**src/rtl/imm_encoder_loader_pkg.sv**
```systemverilog
// imm_encoder_loader_pkg: shared immediate-format codes, FSM states and range limits
package imm_encoder_loader_pkg;
   typedef enum logic [1:0] {IMM_I = 2'b00, IMM_S = 2'b01, IMM_B = 2'b10, IMM_R = 2'b11} imm_sel_t;
   typedef enum logic [1:0] {IDLE, RUN, DRAIN, DONE} state_t;
   localparam int I_MIN = -2048;
   localparam int I_MAX = 2047;
   localparam int B_MIN = -4096;
   localparam int B_MAX = 4094;
   localparam logic [31:0] NOP = 32'h0000_0013;
endpackage

```
**src/rtl/imm_encoder_loader_imm_pack.sv**
```systemverilog
// imm_pack: packs decoded fields into an RV32 I/S/B/R word and flags out-of-range immediates
module imm_pack
   import imm_encoder_loader_pkg::*;
(
   input  logic [1:0]  IMMSel,
   input  logic [6:0]  Opcode,
   input  logic [4:0]  Rd,
   input  logic [4:0]  Rs1,
   input  logic [4:0]  Rs2,
   input  logic [2:0]  Funct3,
   input  logic [6:0]  Funct7,
   input  logic [31:0] IMM,
   output logic [31:0] Word,
   output logic        RangeErr
);
   logic is_ok;
   logic b_ok;
   assign is_ok = ($signed(IMM) >= I_MIN) && ($signed(IMM) <= I_MAX);
   assign b_ok  = ($signed(IMM) >= B_MIN) && ($signed(IMM) <= B_MAX) && !IMM[0];
   assign Word = (IMMSel == IMM_I) ? {IMM[11:0], Rs1, Funct3, Rd, Opcode} :
                 (IMMSel == IMM_S) ? {IMM[11:5], Rs2, Rs1, Funct3, IMM[4:0], Opcode} :
                 (IMMSel == IMM_B) ? {IMM[12], IMM[10:5], Rs2, Rs1, Funct3, IMM[4:1], IMM[11], Opcode} :
                                     {Funct7, Rs2, Rs1, Funct3, Rd, Opcode};
   assign RangeErr = (IMMSel == IMM_I || IMMSel == IMM_S) ? !is_ok :
                     (IMMSel == IMM_B)                    ? !b_ok  : 1'b0;
endmodule

```
**src/rtl/imm_encoder_loader.sv**
```systemverilog
// imm_encoder_loader: encodes instruction fields and streams the words into instruction
// memory at consecutive addresses through a small FIFO and a stallable write port.
module imm_encoder_loader
   import imm_encoder_loader_pkg::*;
#(
   parameter int          ADDR_W     = 32,
   parameter int          FIFO_DEPTH = 2,
   parameter logic [31:0] NOP_WORD   = NOP
) (
   input  logic              Clk,
   input  logic              Rst_n,
   input  logic              Start,
   input  logic [ADDR_W-1:0] BaseAddr,
   input  logic [15:0]       Count,
   input  logic              ReqValid,
   output logic              ReqReady,
   input  logic [1:0]        IMMSel,
   input  logic [6:0]        Opcode,
   input  logic [4:0]        Rd,
   input  logic [4:0]        Rs1,
   input  logic [4:0]        Rs2,
   input  logic [2:0]        Funct3,
   input  logic [6:0]        Funct7,
   input  logic [31:0]       IMM,
   output logic              MemWe,
   output logic [ADDR_W-1:0] MemAddr,
   output logic [31:0]       MemWData,
   input  logic              MemAck,
   output logic              Busy,
   output logic              Done,
   output logic              Err
);
   localparam int PW = $clog2(FIFO_DEPTH);
   state_t      state, state_nx;
   logic [31:0] mem [FIFO_DEPTH];
   logic [PW:0] wr_ptr, rd_ptr;
   logic [15:0] remaining;
   logic [31:0] word;
   logic        range_err, empty, full, push, pop;

   imm_pack u_pack (
      .IMMSel(IMMSel), .Opcode(Opcode), .Rd(Rd), .Rs1(Rs1), .Rs2(Rs2),
      .Funct3(Funct3), .Funct7(Funct7), .IMM(IMM), .Word(word), .RangeErr(range_err)
   );

   assign empty    = wr_ptr == rd_ptr;
   assign full     = (wr_ptr[PW] != rd_ptr[PW]) && (wr_ptr[PW-1:0] == rd_ptr[PW-1:0]);
   assign ReqReady = (state == RUN) && !full && (remaining != 16'd0);
   assign push     = ReqValid && ReqReady;
   // the head is loaded when the port is idle or its current word is being acked
   assign pop      = !empty && (!MemWe || MemAck);
   assign Busy     = state != IDLE;
   assign Done     = state == DONE;

   always_comb begin
      state_nx = state;
      case (state)
         IDLE:    if (Start) state_nx = (Count != 16'd0) ? RUN : DONE;
         RUN:     if (push && remaining == 16'd1) state_nx = DRAIN;
         DRAIN:   if (empty && !MemWe) state_nx = DONE;
         default: state_nx = IDLE;
      endcase
   end

   always_ff @(posedge Clk)
      if (push) mem[wr_ptr[PW-1:0]] <= range_err ? NOP_WORD : word;

   // MemAddr doubles as the session address counter
   always_ff @(posedge Clk or negedge Rst_n)
      if (!Rst_n) begin
         state     <= IDLE;
         wr_ptr    <= '0;
         rd_ptr    <= '0;
         remaining <= '0;
         MemWe     <= 1'b0;
         MemAddr   <= '0;
         MemWData  <= '0;
         Err       <= 1'b0;
      end else begin
         state <= state_nx;
         if (state == IDLE && Start) begin
            MemAddr   <= BaseAddr & ~ADDR_W'(3);
            remaining <= Count;
            Err       <= 1'b0;
         end
         if (push) begin
            wr_ptr    <= wr_ptr + 1'b1;
            remaining <= remaining - 16'd1;
            if (range_err) Err <= 1'b1;
         end
         if (MemWe && MemAck) MemAddr <= MemAddr + ADDR_W'(4);
         if (pop) begin
            rd_ptr   <= rd_ptr + 1'b1;
            MemWData <= mem[rd_ptr[PW-1:0]];
         end
         MemWe <= pop || (MemWe && !MemAck);
      end
endmodule

```
**config.mk**
```make
export PLATFORM = sky130hd
export DESIGN_NAME = imm_encoder_loader
export DESIGN_NICKNAME = d
export VERILOG_FILES = /design/src/rtl/imm_encoder_loader_pkg.sv /design/src/rtl/imm_encoder_loader_imm_pack.sv /design/src/rtl/imm_encoder_loader.sv
export SDC_FILE = /design/constraint.sdc
export NUM_CORES = 1
export LEC_CHECK = 0
export ABC_AREA = 1
export BUFFER_PORTS_ARGS = -buffer_cell sky130_fd_sc_hd__buf_2
export CAP_MARGIN = 0
export CORE_MARGIN = 1.5
export CORE_UTILIZATION = 49
export DETAILED_ROUTE_END_ITERATION = 6
export PLACE_DENSITY_LB_ADDON = 0.3
export SLEW_MARGIN = 20
export SYNTH_ARGS = -nofsm -noshare
export SYNTH_HDL_FRONTEND = slang
export SYNTH_SLANG_ARGS = --single-unit
```
**constraint.sdc**
```tcl
create_clock -name Clk -period 3.1 [get_ports Clk]
set_input_delay 0 -clock Clk [delete_from_list [all_inputs] [get_ports Clk]]
set_output_delay 0 -clock Clk [all_outputs]
set_load 0.01 [all_outputs]
```
==> After elaboration in Yosys (flattened, before gate mapping) <==
Memories as Yosys holds them, arrays and structs flattened. A register that Yosys moved wholly into a read port is not among the register bits.
Cells that the tools add are included.
W data, S select, Z words.
{ "classes": {"add_sub_neg": 4, "multipliers": 0, "div_mod_pow": 0, "order_cmp": 4, "n_eq_ne": 12, "shifts": 0, "n_mux": 20, "bitwise_logic": 0, "n_reduce_logical": 32} }
{ "ops": {"columns": ["operator", "count"], "rows": [
  ["$mux W32", 6],
  ["$add A32 B3 Y32 const B", 1],
  ["$ge A32 B12 Y1 const B", 1],
  ["$ge A32 B13 Y1 const B", 1],
  ["$le A32 B12 Y1 const B", 1],
  ["$le A32 B13 Y1 const B", 1],
  ["$mux W16", 2],
  ["$reduce_bool A16 Y1", 2],
  ["$eq A16 B1 Y1 const B", 1],
  ["$sub A16 B1 Y16 const B", 1],
  ["$logic_and A1 B1 Y1", 13],
  ["$logic_not A1 Y1", 8],
  ["$mux W2", 4],
  ["$mux W1", 7],
  ["$eq A2 B2 Y1 const B", 3],
  ["$pmux W2 S3", 1],
  ["$reduce_bool A2 Y1", 3],
  ["$add A2 B1 Y2 const B", 2],
  ["$eq A2 B1 Y1 const B", 2],
  ["$logic_not A2 Y1", 2],
  ["$ne A2 B2 Y1 const B", 2],
  ["$logic_or A1 B1 Y1", 3],
  ["$reduce_and A3 Y1", 1],
  ["$eq A2 B2 Y1", 1],
  ["3 further kinds", 3]
]} }
{ "word_totals": {"ff_bits": 56, "latch_bits": 0, "ram_bits": 64, "mem_bits_ro": 0, "inputBits": 119, "out_inout_bits": 69, "elab_cells": 80, "mem_count": 1} }
{ "memory_table": {"columns": ["memory", "depth", "width", "rd", "rd_clocked_by_memory_dff", "write_ports", "line_no", "rtl"], "rows": [
  ["mem", 2, 32, 1, 1, 1, "imm_encoder_loader.sv:35", "logic [31:0] mem [FIFO_DEPTH];"]
]} }

==> Logic depth before layout (Yosys ltp) <==
{ "logic_depth": {"ltp_word": 9, "depth_mapped": 13, "mapped_depth_nobuf": 12} }

==> By module <==
A second synthesis with hierarchy kept.
{ "hier_totals": {"cells_unflattened": 994, "area_unflattened_um2": 8135.3} }
{ "modules_own_cells": {"columns": ["module", "n_inst", "cells_per_inst", "area_per_inst_um2", "seq_area_each_um2"], "rows": [
  ["imm_encoder_loader", 1, 885, 7559.8, 4073.9],
  ["imm_pack", 1, 109, 575.6, 0.0]
]} }

==> Worst setup path before layout <==
OpenSTA, ideal clock, no wires.
{ "synth_path": {"path_type": "register -> register", "startpoint": "register remaining[0]", "endpoint": "memory mem[0][0], enable pin", "setup_time_ps": 421, "arrival_time_ps": 2669, "required_ps": 2679, "slack_ps": 9, "path_stages_with_launch": 10, "path_buffers": 2, "period_less_slack_ps": 3091, "cell_sequence": "dfrtp_1 -> inv_1 -> ha_1 -> nand2_2 -> nor2_4 -> nand2_1 -> nand3_2 -> buf_6 -> buf_6 -> nor2_1"} }
{ "synth_between": {"elab_chain_cells": 5} }
{ "synth_rtl": {"columns": ["item", "line_no", "rtl"], "rows": [
  ["start, declared", "imm_encoder_loader.sv:37", "logic [15:0] remaining;"],
  ["start signal, assigned", "imm_encoder_loader.sv:83", "remaining <= Count;"],
  ["start signal, assigned", "imm_encoder_loader.sv:88", "remaining <= remaining - 16'd1;"],
  ["$reduce_bool A16 Y1", "imm_encoder_loader.sv:48", "assign ReqReady = (state == RUN) && !full && (remaining != 16'd0);"],
  ["$logic_and A1 B1 Y1", "imm_encoder_loader.sv:48", null],
  ["$logic_and A1 B1 Y1", "imm_encoder_loader.sv:49", "assign push = ReqValid && ReqReady;"],
  ["$mux W1 (2 in a row)", "imm_encoder_loader.sv:66", "if (push) mem[wr_ptr[PW-1:0]] <= range_err ? NOP_WORD : word;"],
  ["end, declared", "imm_encoder_loader.sv:35", null]
]} }
Every way passes these cells.

==> Worst setup path after layout <==
{ "layout_path": {"startpoint": "register remaining[0]", "endpoint": "register remaining[6]"} }
{ "layout_between": {"elab_chain_cells": 4, "elab_cells_between_ends": 6, "cone_classes": "add/sub: 1; mux: 1; reduce/logical: 4"} }
{ "layout_rtl": {"columns": ["item"], "rows": [
  ["branches (longest 4 deep; another with $sub A16 B1 Y16)"]
]} }
Parallel ways; which one is timed is not known.
A chain may end at the register's enable or synchronous reset.

==> results_dict.tcl <==
set metrics [dict create \
    status "complete, no violations" \
    slew_viol_final 0 \
    dp.cells 1303 \
    fp.dieH_um 129.1 \
    cp_num_buf_inv 3 \
    cap_violations 0 \
    ys_seq_area_share_pct 52.26 \
    area_growth_pct 32.97 \
    switching_share_pct 40.78 \
    skew_ns 0.01411 \
    rsz0062_at_grt "false" \
    fin_hold_ws_ns 0.02197 \
    antenna_cells 0 \
    final_common_cell "nand2_1" \
    cp-start-kind "register" \
    routabilityCongestion 0.8808 \
    crit_top_cell "nand2_1" \
    vdd_ir_drop_max_mv 0.4607 \
    viasPerCell 5.124 \
    ys_types 44 \
    clk_latency_ns 0.43 \
    vias 7256 \
    path_max_fanout 12 \
    tightest_slew_ns 0.8421 \
    ant_nets 0 \
    coreArea_sq_mm 0.01537 \
    slowest_stage "dfrtp_1" \
    grt_antenna_before_repair 0 \
    p_leak_nw 4.763 \
    grtUsageTotal_pct 24.96 \
    finalHoldViolCount 0 \
    cts.sinks 150 \
    syn_area_sq_mm 0.007795 \
    synthCells 926 \
    die-width_um 129.1 \
    drt_first_pass_iters 5 \
    worstSetupPathType "register to register" \
    grt_pass1_wl_um 32410 \
    drt_iter0_drc 438 \
    cts_root_buf "clkbuf_16" \
    ys_ff_latch 150 \
    cts.repair.resized 0 \
    end_kind "register" \
    required_ns 3.38 \
    remaining_drc_errors 0 \
    fmax_mhz 443.9 \
    report.final.setup_viol 0 \
    wire_per_inst_um 14.12 \
    cp.arrival_ns 2.54 \
    grt_max_degree 65 \
    crit_family "simple AND/OR/NAND/NOR gates" \
    p_seq_share_pct 37.6 \
    grt_pass1_vias 6915 \
    io_pins 188 \
    preCtsSetupSlack_ns 0.8537 \
    nNetsFinal 1319 \
    avgSynthCellArea_sq_um 8.418 \
    clkTransAtPathRegs_ns 0.07 \
    p_comb_share_pct 38.2 \
    cts-htree-levels 4 \
    p_total_mw 8.978 \
    dp_hpwl_um 13630 \
    io_buffers 183 \
    path_cells "inv_1 -> ha_1 -> nand2_2 -> nor2_4 -> nand2_1 -> nand3_2 -> buf_4 -> nand2_1 -> inv_2 -> nand2_1 -> o221ai_1" \
    fin_setup_tns_ns 0 \
    die-area_sq_mm 0.01667 \
    drive_gt1_share_pct 21.41 \
    p_per_area_mw_per_mm2 866.2 \
    period_share_pct 72.67 \
    stdcell_count 1416 \
    yosys_warnings 0 \
    cts_buffers 17 \
    cts_tree "yes" \
    routed_wl_um 19990 \
    setup_ws_ns 0.8472 \
    p_int_mw 5.317 \
    fill_cells 1217 \
    start_util_pct 50.71 \
    slew_headroom_pct 43.86 \
    overflow 0 \
    cts.path.max_buffers 2 \
    power_switching_mw 3.662 \
    power_frac_clock_pct 24.2 \
    final_cell_mix "246 x nand2_1, 182 x buf_2, 140 x nor2_1" \
    fp-row-count 45 \
    slowest_delay_ns 0.40 \
    min_path_type "primary input to register" \
    fin_crit_ns 2.253 \
]
[area by class of cell]
| class | count | area (sq um) | share of cell area, % |
|---|---|---|---|
| timing repair buffer | 277 | 1827 | 17.62 |
| sequential | 150 | 4074 | 39.30 |
| multi-input combinational | 649 | 3201 | 30.88 |
| clock inverter | 15 | 210.2 | 2.028 |
| clock buffer | 17 | 425.4 | 4.104 |
| inverter | 97 | 364.1 | 3.513 |
| tap | 211 | 264.0 | 2.547 |
[cell families (layout without fill, tap and decap cells)]
logic type / Yosys count / count (layout) / synth area share (%)
compound gates: 122 / 122 / 9.727
xor+xnor: 23 / 23 / 2.681
fa+ha+maj: 8 / 8 / 1.284
buf+inv: 128 / 406 / 6.886
flops: 150 / 150 / 52.26
mux: 5 / 5 / 0.6421
other cells: 1 / 2 / 0.04811
simple gates: 489 / 489 / 26.47
[tightest hold or removal path, cell delays in order]
cell and delay [ns]:
buf_2 0.09, mux2i_1 0.08, nor2_1 0.15
[final timing paths]
| path | start | end | slack [ns] | cells after the start |
|---|---|---|---|---|
| max in group asynchronous | Rst_n | wr_ptr[0] | 2.16 | 3 |
| hold / removal | IMM[7] | mem[1][27] | 0.02 | 3 |
| hold reg to reg | rd_ptr[1] | rd_ptr[1] | 0.49 | 1 |
| min in group asynchronous | Rst_n | remaining[15] | 0.22 | 2 |
| setup reg to reg | remaining[0] | remaining[6] | 0.85 | 11 |
| setup / recovery | remaining[0] | remaining[6] | 0.85 | 11 |
[power by group through the flow]
| stage | registers (mW) | clock network (mW) | logic (mW) |
|---|---|---|---|
| after floorplan | 3.48 | 0 | 2.12 |
| after global placement | 3.37 | 0 | 3.26 |
| after detailed placement | 3.41 | 0 | 3.34 |
| after CTS | 3.37 | 2.21 | 3.44 |
| after global routing | 3.47 | 2.29 | 3.87 |
| final | 3.38 | 2.17 | 3.43 |
[through the flow]
| stage | area (sq um) | utilization, % |
|---|---|---|
| 2_1_floorplan | 7799 | - |
| 3_3_place_gp | 8919 | 58.02 |
| 3_5_place_dp | 8919 | 58.02 |
| 4_1_cts | 10360 | 67.43 |
| 5_1_grt | 10360 | 67.43 |
| 6_report | 10360 | 67.43 |
[repair_timing]
action                                 4_1_cts  5_1_grt
setup endpoints to repair                    0        0
endpoints found under the hold margin      165        0
hold buffers                                81        0
setup buffers                                0        0
[synthesized netlist by cell type]
cell / number / area share (%)
nor2_4: 3 / 0.43
nand3b_1: 1 / 0.096
buf_4: 6 / 0.58
nand4_1: 12 / 0.96
dfrtp_1: 86 / 28
a21boi_2: 1 / 0.14
nor3_1: 20 / 1.3
o211ai_1: 13 / 1.3
buf_2: 9 / 0.58
ha_1: 8 / 1.3
clkbuf_1: 13 / 0.63
mux2i_1: 5 / 0.64
buf_6: 3 / 0.43
a21o_1: 1 / 0.096
o21a_1: 1 / 0.096
nor4_1: 3 / 0.24
o22ai_1: 10 / 0.80
o31ai_1: 1 / 0.096
o221ai_1: 4 / 0.45
a221oi_1: 2 / 0.22
nor3_2: 3 / 0.39
o32ai_1: 1 / 0.11
nand4_2: 1 / 0.16
nand3_2: 4 / 0.51
nor2_1: 141 / 6.8
o21ai_0: 33 / 2.1
a21oi_1: 10 / 0.64
o211ai_2: 2 / 0.32
xnor2_2: 1 / 0.21
xor2_1: 19 / 2.1
o21ai_1: 6 / 0.39
o21bai_1: 1 / 0.096
nand2_4: 1 / 0.14
nor2_2: 5 / 0.40
inv_1: 93 / 4.5
nand2_2: 3 / 0.24
conb_1: 1 / 0.048
nand3_1: 45 / 2.9
or2_0: 1 / 0.080
edfxtp_1: 64 / 25
a31oi_1: 36 / 2.9
nand2_1: 246 / 12
inv_2: 4 / 0.19
xnor2_1: 3 / 0.34
[sequential cells by signal, summed over array words and instances (netlist names), 2 cells and up]
register / flops
mem: 64
MemWData: 32
MemAddr: 30
remaining: 16
rd_ptr: 2
state: 2
wr_ptr: 2
[layer usage]
metal | global-route usage, % | up-vias | routed length (um) | part of all wire, %
li1 | - | 3605 | - | -
met1 | 30.02 | 3313 | 8225 | 41
met2 | 43.52 | 297 | 10040 | 50
met3 | 5.037 | 41 | 1268 | 6.3
met4 | 10.91 | 0 | 463 | 2.3
met5 | 0 | - | 0 | 0
Power figures use the tool's default switching activity.
